$ cat src/rtl/cell_ram_arbiter.sv
`default_nettype none
// ---------------------------------------------------------------------------
// cell_ram_arbiter : shares the ping-pong cell RAM among display, engine, editor
// Rev 1.0
// ---------------------------------------------------------------------------
module cell_ram_arbiter #(
  parameter int P_PARAM_M = 5,
  parameter int P_PARAM_N = 5,
  parameter int WIDTH     = 12
) (
  input  logic               clk,
  input  logic               rst,
  input  logic               disp_req,
  input  logic [2*WIDTH-1:0] disp_addr,
  output logic               disp_rvalid,
  output logic               disp_rdata,
  input  logic               evo_req,
  input  logic               evo_we,
  input  logic [2*WIDTH-1:0] evo_addr,
  input  logic               evo_wdata,
  output logic               evo_gnt,
  output logic               evo_rvalid,
  output logic               evo_rdata,
  input  logic               evo_active,
  input  logic               edit_req,
  input  logic [2*WIDTH-1:0] edit_addr,
  input  logic               edit_wdata,
  output logic               edit_gnt,
  input  logic               swap_req,
  output logic               swap_done,
  input  logic               clear_req,
  output logic               busy,
  output logic               bank,
  output logic [2*WIDTH:0]   ram_addr,
  output logic               ram_we,
  output logic               ram_wdata,
  input  logic               ram_rdata
);

  localparam int              AW      = 2 * WIDTH;
  localparam int              CELLS   = P_PARAM_M * P_PARAM_N;
  localparam logic [AW-1:0]   CELLS_A = AW'(CELLS);
  localparam logic [AW-1:0]   LAST_A  = AW'(CELLS - 1);

  typedef enum logic [1:0] {
    S_IDLE  = 2'd0,
    S_CLEAR = 2'd1,
    S_SWAP  = 2'd2
  } state_t;

  state_t        state, state_nxt;
  logic [AW-1:0] clr_cnt, clr_cnt_nxt;
  logic          swap_pend, swap_pend_nxt;
  logic          bank_nxt, swap_done_nxt;
  logic          rr_edit_pri;
  logic          disp_rv, disp_oor_q, evo_rv, evo_oor_q;
  logic          evo_ok, edit_ok, clr_write;
  logic          disp_oor, evo_oor, edit_oor;

  assign disp_oor = (disp_addr >= CELLS_A);
  assign evo_oor  = (evo_addr  >= CELLS_A);
  assign edit_oor = (edit_addr >= CELLS_A);

  assign busy = (state != S_IDLE) || swap_pend;

  assign disp_rvalid = disp_rv;
  assign disp_rdata  = disp_rv & ~disp_oor_q & ram_rdata;
  assign evo_rvalid  = evo_rv;
  assign evo_rdata   = evo_rv & ~evo_oor_q & ram_rdata;

  // Port selection: display > clear sweep > engine/editor round-robin.
  always_comb begin
    evo_gnt   = 1'b0;
    edit_gnt  = 1'b0;
    ram_we    = 1'b0;
    ram_addr  = '0;
    ram_wdata = 1'b0;
    clr_write = 1'b0;
    evo_ok    = evo_req && (state == S_IDLE);
    edit_ok   = edit_req && !evo_active && !busy;
    if (!rst) begin
      if (disp_req) begin
        ram_addr = {bank, disp_addr};
      end else if (state == S_CLEAR) begin
        ram_addr  = {bank, clr_cnt};
        ram_we    = 1'b1;
        clr_write = 1'b1;
      end else if (evo_ok && (!edit_ok || !rr_edit_pri)) begin
        evo_gnt   = 1'b1;
        ram_addr  = {evo_we ? ~bank : bank, evo_addr};
        ram_we    = evo_we && !evo_oor;
        ram_wdata = evo_wdata;
      end else if (edit_ok) begin
        edit_gnt  = 1'b1;
        ram_addr  = {bank, edit_addr};
        ram_we    = !edit_oor;
        ram_wdata = edit_wdata;
      end
    end
  end

  always_comb begin
    state_nxt     = state;
    clr_cnt_nxt   = clr_cnt;
    swap_pend_nxt = swap_pend;
    bank_nxt      = bank;
    swap_done_nxt = 1'b0;
    case (state)
      S_IDLE: begin
        if (clear_req) begin
          state_nxt     = S_CLEAR;
          clr_cnt_nxt   = '0;
          swap_pend_nxt = swap_pend | swap_req;
        end else if (swap_req || swap_pend) begin
          state_nxt     = S_SWAP;
          swap_pend_nxt = 1'b0;
        end
      end
      S_CLEAR: begin
        swap_pend_nxt = swap_pend | swap_req;
        if (clear_req) begin
          clr_cnt_nxt = '0;
        end else if (clr_write) begin
          if (clr_cnt == LAST_A) begin
            state_nxt   = S_IDLE;
            clr_cnt_nxt = '0;
          end else begin
            clr_cnt_nxt = clr_cnt + AW'(1);
          end
        end
      end
      S_SWAP: begin
        // Hold the flip until any engine read data has been delivered.
        if (!evo_rv) begin
          bank_nxt      = ~bank;
          swap_done_nxt = 1'b1;
          state_nxt     = S_IDLE;
        end
      end
      default: state_nxt = S_IDLE;
    endcase
  end

  always_ff @(posedge clk) begin
    if (rst) begin
      state       <= S_IDLE;
      clr_cnt     <= '0;
      swap_pend   <= 1'b0;
      bank        <= 1'b0;
      swap_done   <= 1'b0;
      rr_edit_pri <= 1'b0;
      disp_rv     <= 1'b0;
      disp_oor_q  <= 1'b0;
      evo_rv      <= 1'b0;
      evo_oor_q   <= 1'b0;
    end else begin
      state      <= state_nxt;
      clr_cnt    <= clr_cnt_nxt;
      swap_pend  <= swap_pend_nxt;
      bank       <= bank_nxt;
      swap_done  <= swap_done_nxt;
      if (evo_gnt) begin
        rr_edit_pri <= 1'b1;
      end else if (edit_gnt) begin
        rr_edit_pri <= 1'b0;
      end
      disp_rv    <= disp_req;
      disp_oor_q <= disp_oor;
      evo_rv     <= evo_gnt && !evo_we;
      evo_oor_q  <= evo_oor;
    end
  end

endmodule
`default_nettype wire

$ cat config.mk
export PLATFORM = sky130hd
export DESIGN_NAME = cell_ram_arbiter
export DESIGN_NICKNAME = d
export VERILOG_FILES = /design/src/rtl/cell_ram_arbiter.sv
export SDC_FILE = /design/constraint.sdc
export NUM_CORES = 1
export LEC_CHECK = 0
export ABC_AREA = 1
export BUFFER_PORTS_ARGS = -buffer_cell sky130_fd_sc_hd__buf_2
export CAP_MARGIN = 5
export CORE_UTILIZATION = 45
export DETAILED_ROUTE_END_ITERATION = 7
export PLACE_DENSITY_LB_ADDON = 0.15
export SYNTH_ARGS = -nofsm -noshare
export SYNTH_HDL_FRONTEND = slang
export SYNTH_SLANG_ARGS = --single-unit
$ cat constraint.sdc
create_clock -name clk -period 1.66 [get_ports clk]
set_input_delay 0.083 -clock clk [delete_from_list [all_inputs] [get_ports clk]]
set_output_delay 0.083 -clock clk [all_outputs]
set_load 0.02 [all_outputs]
==> out/results.ini <==
[outcome]
status = finished with violations
violations = negative setup slack

[floorplan]
fp.dieH_um = 83.7
die_x_um = 83.7
dieArea_mm2 = 0.00700
core_area_mm2 = 0.00639
initial_core_util_pct = 47.0
row_count = 29
num_io_pins = 120

[sta]
period_share_pct = 113
fmax_mhz = 535
min_period_ns = 1.87
rsz0062_at_grt = yes
tns_ns = -3.88
maxSlewViolCount = 0
setup_violations = 27
hold_violations = 0
hold_ws_ns = 0.0712
worst_pin_slew_ns = 0.371
fin_skew_ns = 0.00982
worst_slack_ns = -0.210
slew_headroom_pct = 75.1

[setup_path]
crit_fanout = 8
slowest_delay_ns = 0.37
cpMostUsedCell = nor2_1
crit_start = state[0]
critical_path_required_ns = 1.58
cp_slowest_cell = dfxtp_4
r2r-end = clr_cnt[22]
cp_num_cells = 9
r2r.worst_path.cells = 11
worstSetupEndpoint = ram_addr[19]
cp_cell_sequence = nor2_4, nand4_1, nand2_2, nand2_4, buf_6, nor2_1, nor2_1, o21ai_1, buf_4
reg2reg_slack_ns = 0.07
path_buf_inv = 2
r2r-start = state[1]
cp.arrival_ns = 1.79
startpoint_type = flip-flop
crit_path_end_kind = output pin
path_delay_family = simple AND/OR/NAND/NOR gates
crit_type = reg -> out

[flow_run]
cap_violations = 0

[drt]
wire_per_inst_um = 13.9
antenna_left = 0
viasPerCell = 5.30
drt_pass1_iterations = 5
via_count = 4025
dr.first_iter.drc_count = 296
wl_um = 10600
drcViolationCount = 0

[layout]
num-nets-final = 768
stdcell_count = 760
drive_gt1_share_pct = 32.1
area_growth_pct = 44.1
diodes = 0
final_util_pct = 67.8

[global_routing]
grt-ovfl-total = 0
grt_max_degree = 38
grt_pass1_vias = 3656
antenna_found_initial = 0
grtUsageTotal_pct = 30.1
grt_pass1_wl_um = 17100

[clock_tree]
cts.path.max_buffers = 2
cts_sinks = 34
cts_made_buffers = 5
h-tree-depth = 2
root_buffer = clkbuf_8
worstSkewPairLatency_ns = 0.29
cts_tree = yes
clk_pin_slew_ns = 0.08

[yosys]
ys_warn_count = 0
seq_area_frac_synth_pct = 22.7
synthXorXnorAreaFrac_pct = 4.38
synth.most_common_cell = nand2_1
ys_top_cells_by_area = dfxtp_1 23%, nand2_1 20%, nor2_1 13%
synth_cell_types = 36
synthCells = 541
muxShareOfSynthArea_pct = 0.333
synth_area_mm2 = 0.00300
async_flop_share_pct = 0
synth_top_family_by_area = simple AND/OR/NAND/NOR gates
synthSimpleGateAreaFrac_pct = 51.1
ys_seq_elements = 34
synth_compound_area_share_pct = 8.63
syn_nets = 627
synth-edff-count = 0
yosysTopAreaCell = dfxtp_1
synth_top_flop_cell = dfxtp_1
synth_area_per_cell_um2 = 5.55
yosys.area.top_type_share_pct = 22.7
synth_common_cells = 160 x nand2_1, 105 x nor2_1, 61 x inv_1
synthAdderAreaFrac_pct = 0.833

[hold_path]
hold_class = in -> reg

[place]
dp_hpwl_um = 8170
io_buffers = 119
post-place-cells = 742
post-place-ws_ns = 0.0446
routabilityCongestion = 0.929

[power_and_ir_drop]
cellLeakagePower_nw = 2.20
powerDensity_mw_per_mm2 = 602
irDropWorstVdd_mv = 0.537

metal layers:
metal	global-route usage (%)	up-vias	wire, um
li1	-	1981	-
met1	37.9	1806	4320
met2	51.4	208	5050
met3	5.24	30	867
met4	10.8	0	322
met5	0	-	0
area by class of cell:
type / instances / area, um2
multi-input combinational: 421 / 2130
fill: 596 / 2060
timing repair buffer: 155 / 1050
sequential: 34 / 693
inverter: 65 / 251
tap: 77 / 96.3
clock buffer: 6 / 72.6
clock inverter: 2 / 37.5
logic make-up after synthesis:
logic type | count (synthesis)
adder cells (fa/ha/maj) | 2
AO/OA/AOI/OAI | 50
multiplexers | 1
AND/OR/NAND/NOR | 353
flip-flops | 34
XOR/XNOR | 15
buffers and inverters | 86
state kept, by name (all words and copies together) (netlist names):
signal / cells
state: 2
swap_done: 1
evo_rvalid: 1
evo_oor_q: 1
disp_rvalid: 1
disp_oor_q: 1
clr_cnt: 24
rr_edit_pri: 1
swap_pend: 1
bank: 1
timing repair:
item                                   4_1_cts  5_1_grt
endpoints found under the hold margin        1        0
hold buffers                                 1        0
setup endpoints to repair                   28       53
gates resized for setup                     60       39
buffers inserted                             7        0
gates cloned                                 0        2
pin swaps                                   13       14
placed cells by master (no fill, tap or decap), drive strengths merged, types with 2 or more instances in the layout:
cell type / count
or2: 2
nand3: 46
o21ai: 38
xnor2: 4
dfxtp: 34
nor3: 11
nor4: 3
nand2: 165
buf: 152
xor2: 11
inv: 65
nand3b: 3
a21oi: 8
nand4: 10
ha: 2
clkbuf: 8
nor2: 111
worst min-delay path by stage:
| stage | from | to | slack [ns] | cells past startpoint |
|---|---|---|---|---|
| 5_1_grt | clear_req | state[0] | 0.07 | 3 |
| 3_5_place_dp | evo_we | evo_rvalid | 0.28 | 2 |
| 4_1_cts | clear_req | state[0] | 0.06 | 3 |
| 3_3_place_gp | evo_we | evo_rvalid | 0.28 | 2 |
| 6_report | clear_req | state[0] | 0.07 | 3 |
| 2_1_floorplan | evo_we | evo_rvalid | 0.16 | 1 |
stage by stage:
stage / total power [mW] / cell area (um2)
after floorplan: 1.34 / 3000
after global placement: 1.68 / 3820
after detailed placement: 1.69 / 3820
after CTS: 2.55 / 4140
after global routing: 2.75 / 4330
final: 2.61 / 4330
power breakdown:
part	switching, mW	total (mW)	internal, mW
sequential	0.0208	0.857	0.836
clock	0.310	0.758	0.448
combinational	0.563	0.990	0.427
total	0.895	2.61	1.71
worst min-delay path, cell delays in order:
cell and delay (ns):
buf_2 0.12, nand2_1 0.06, a21oi_1 0.05
(Power assumes the default switching activity.)
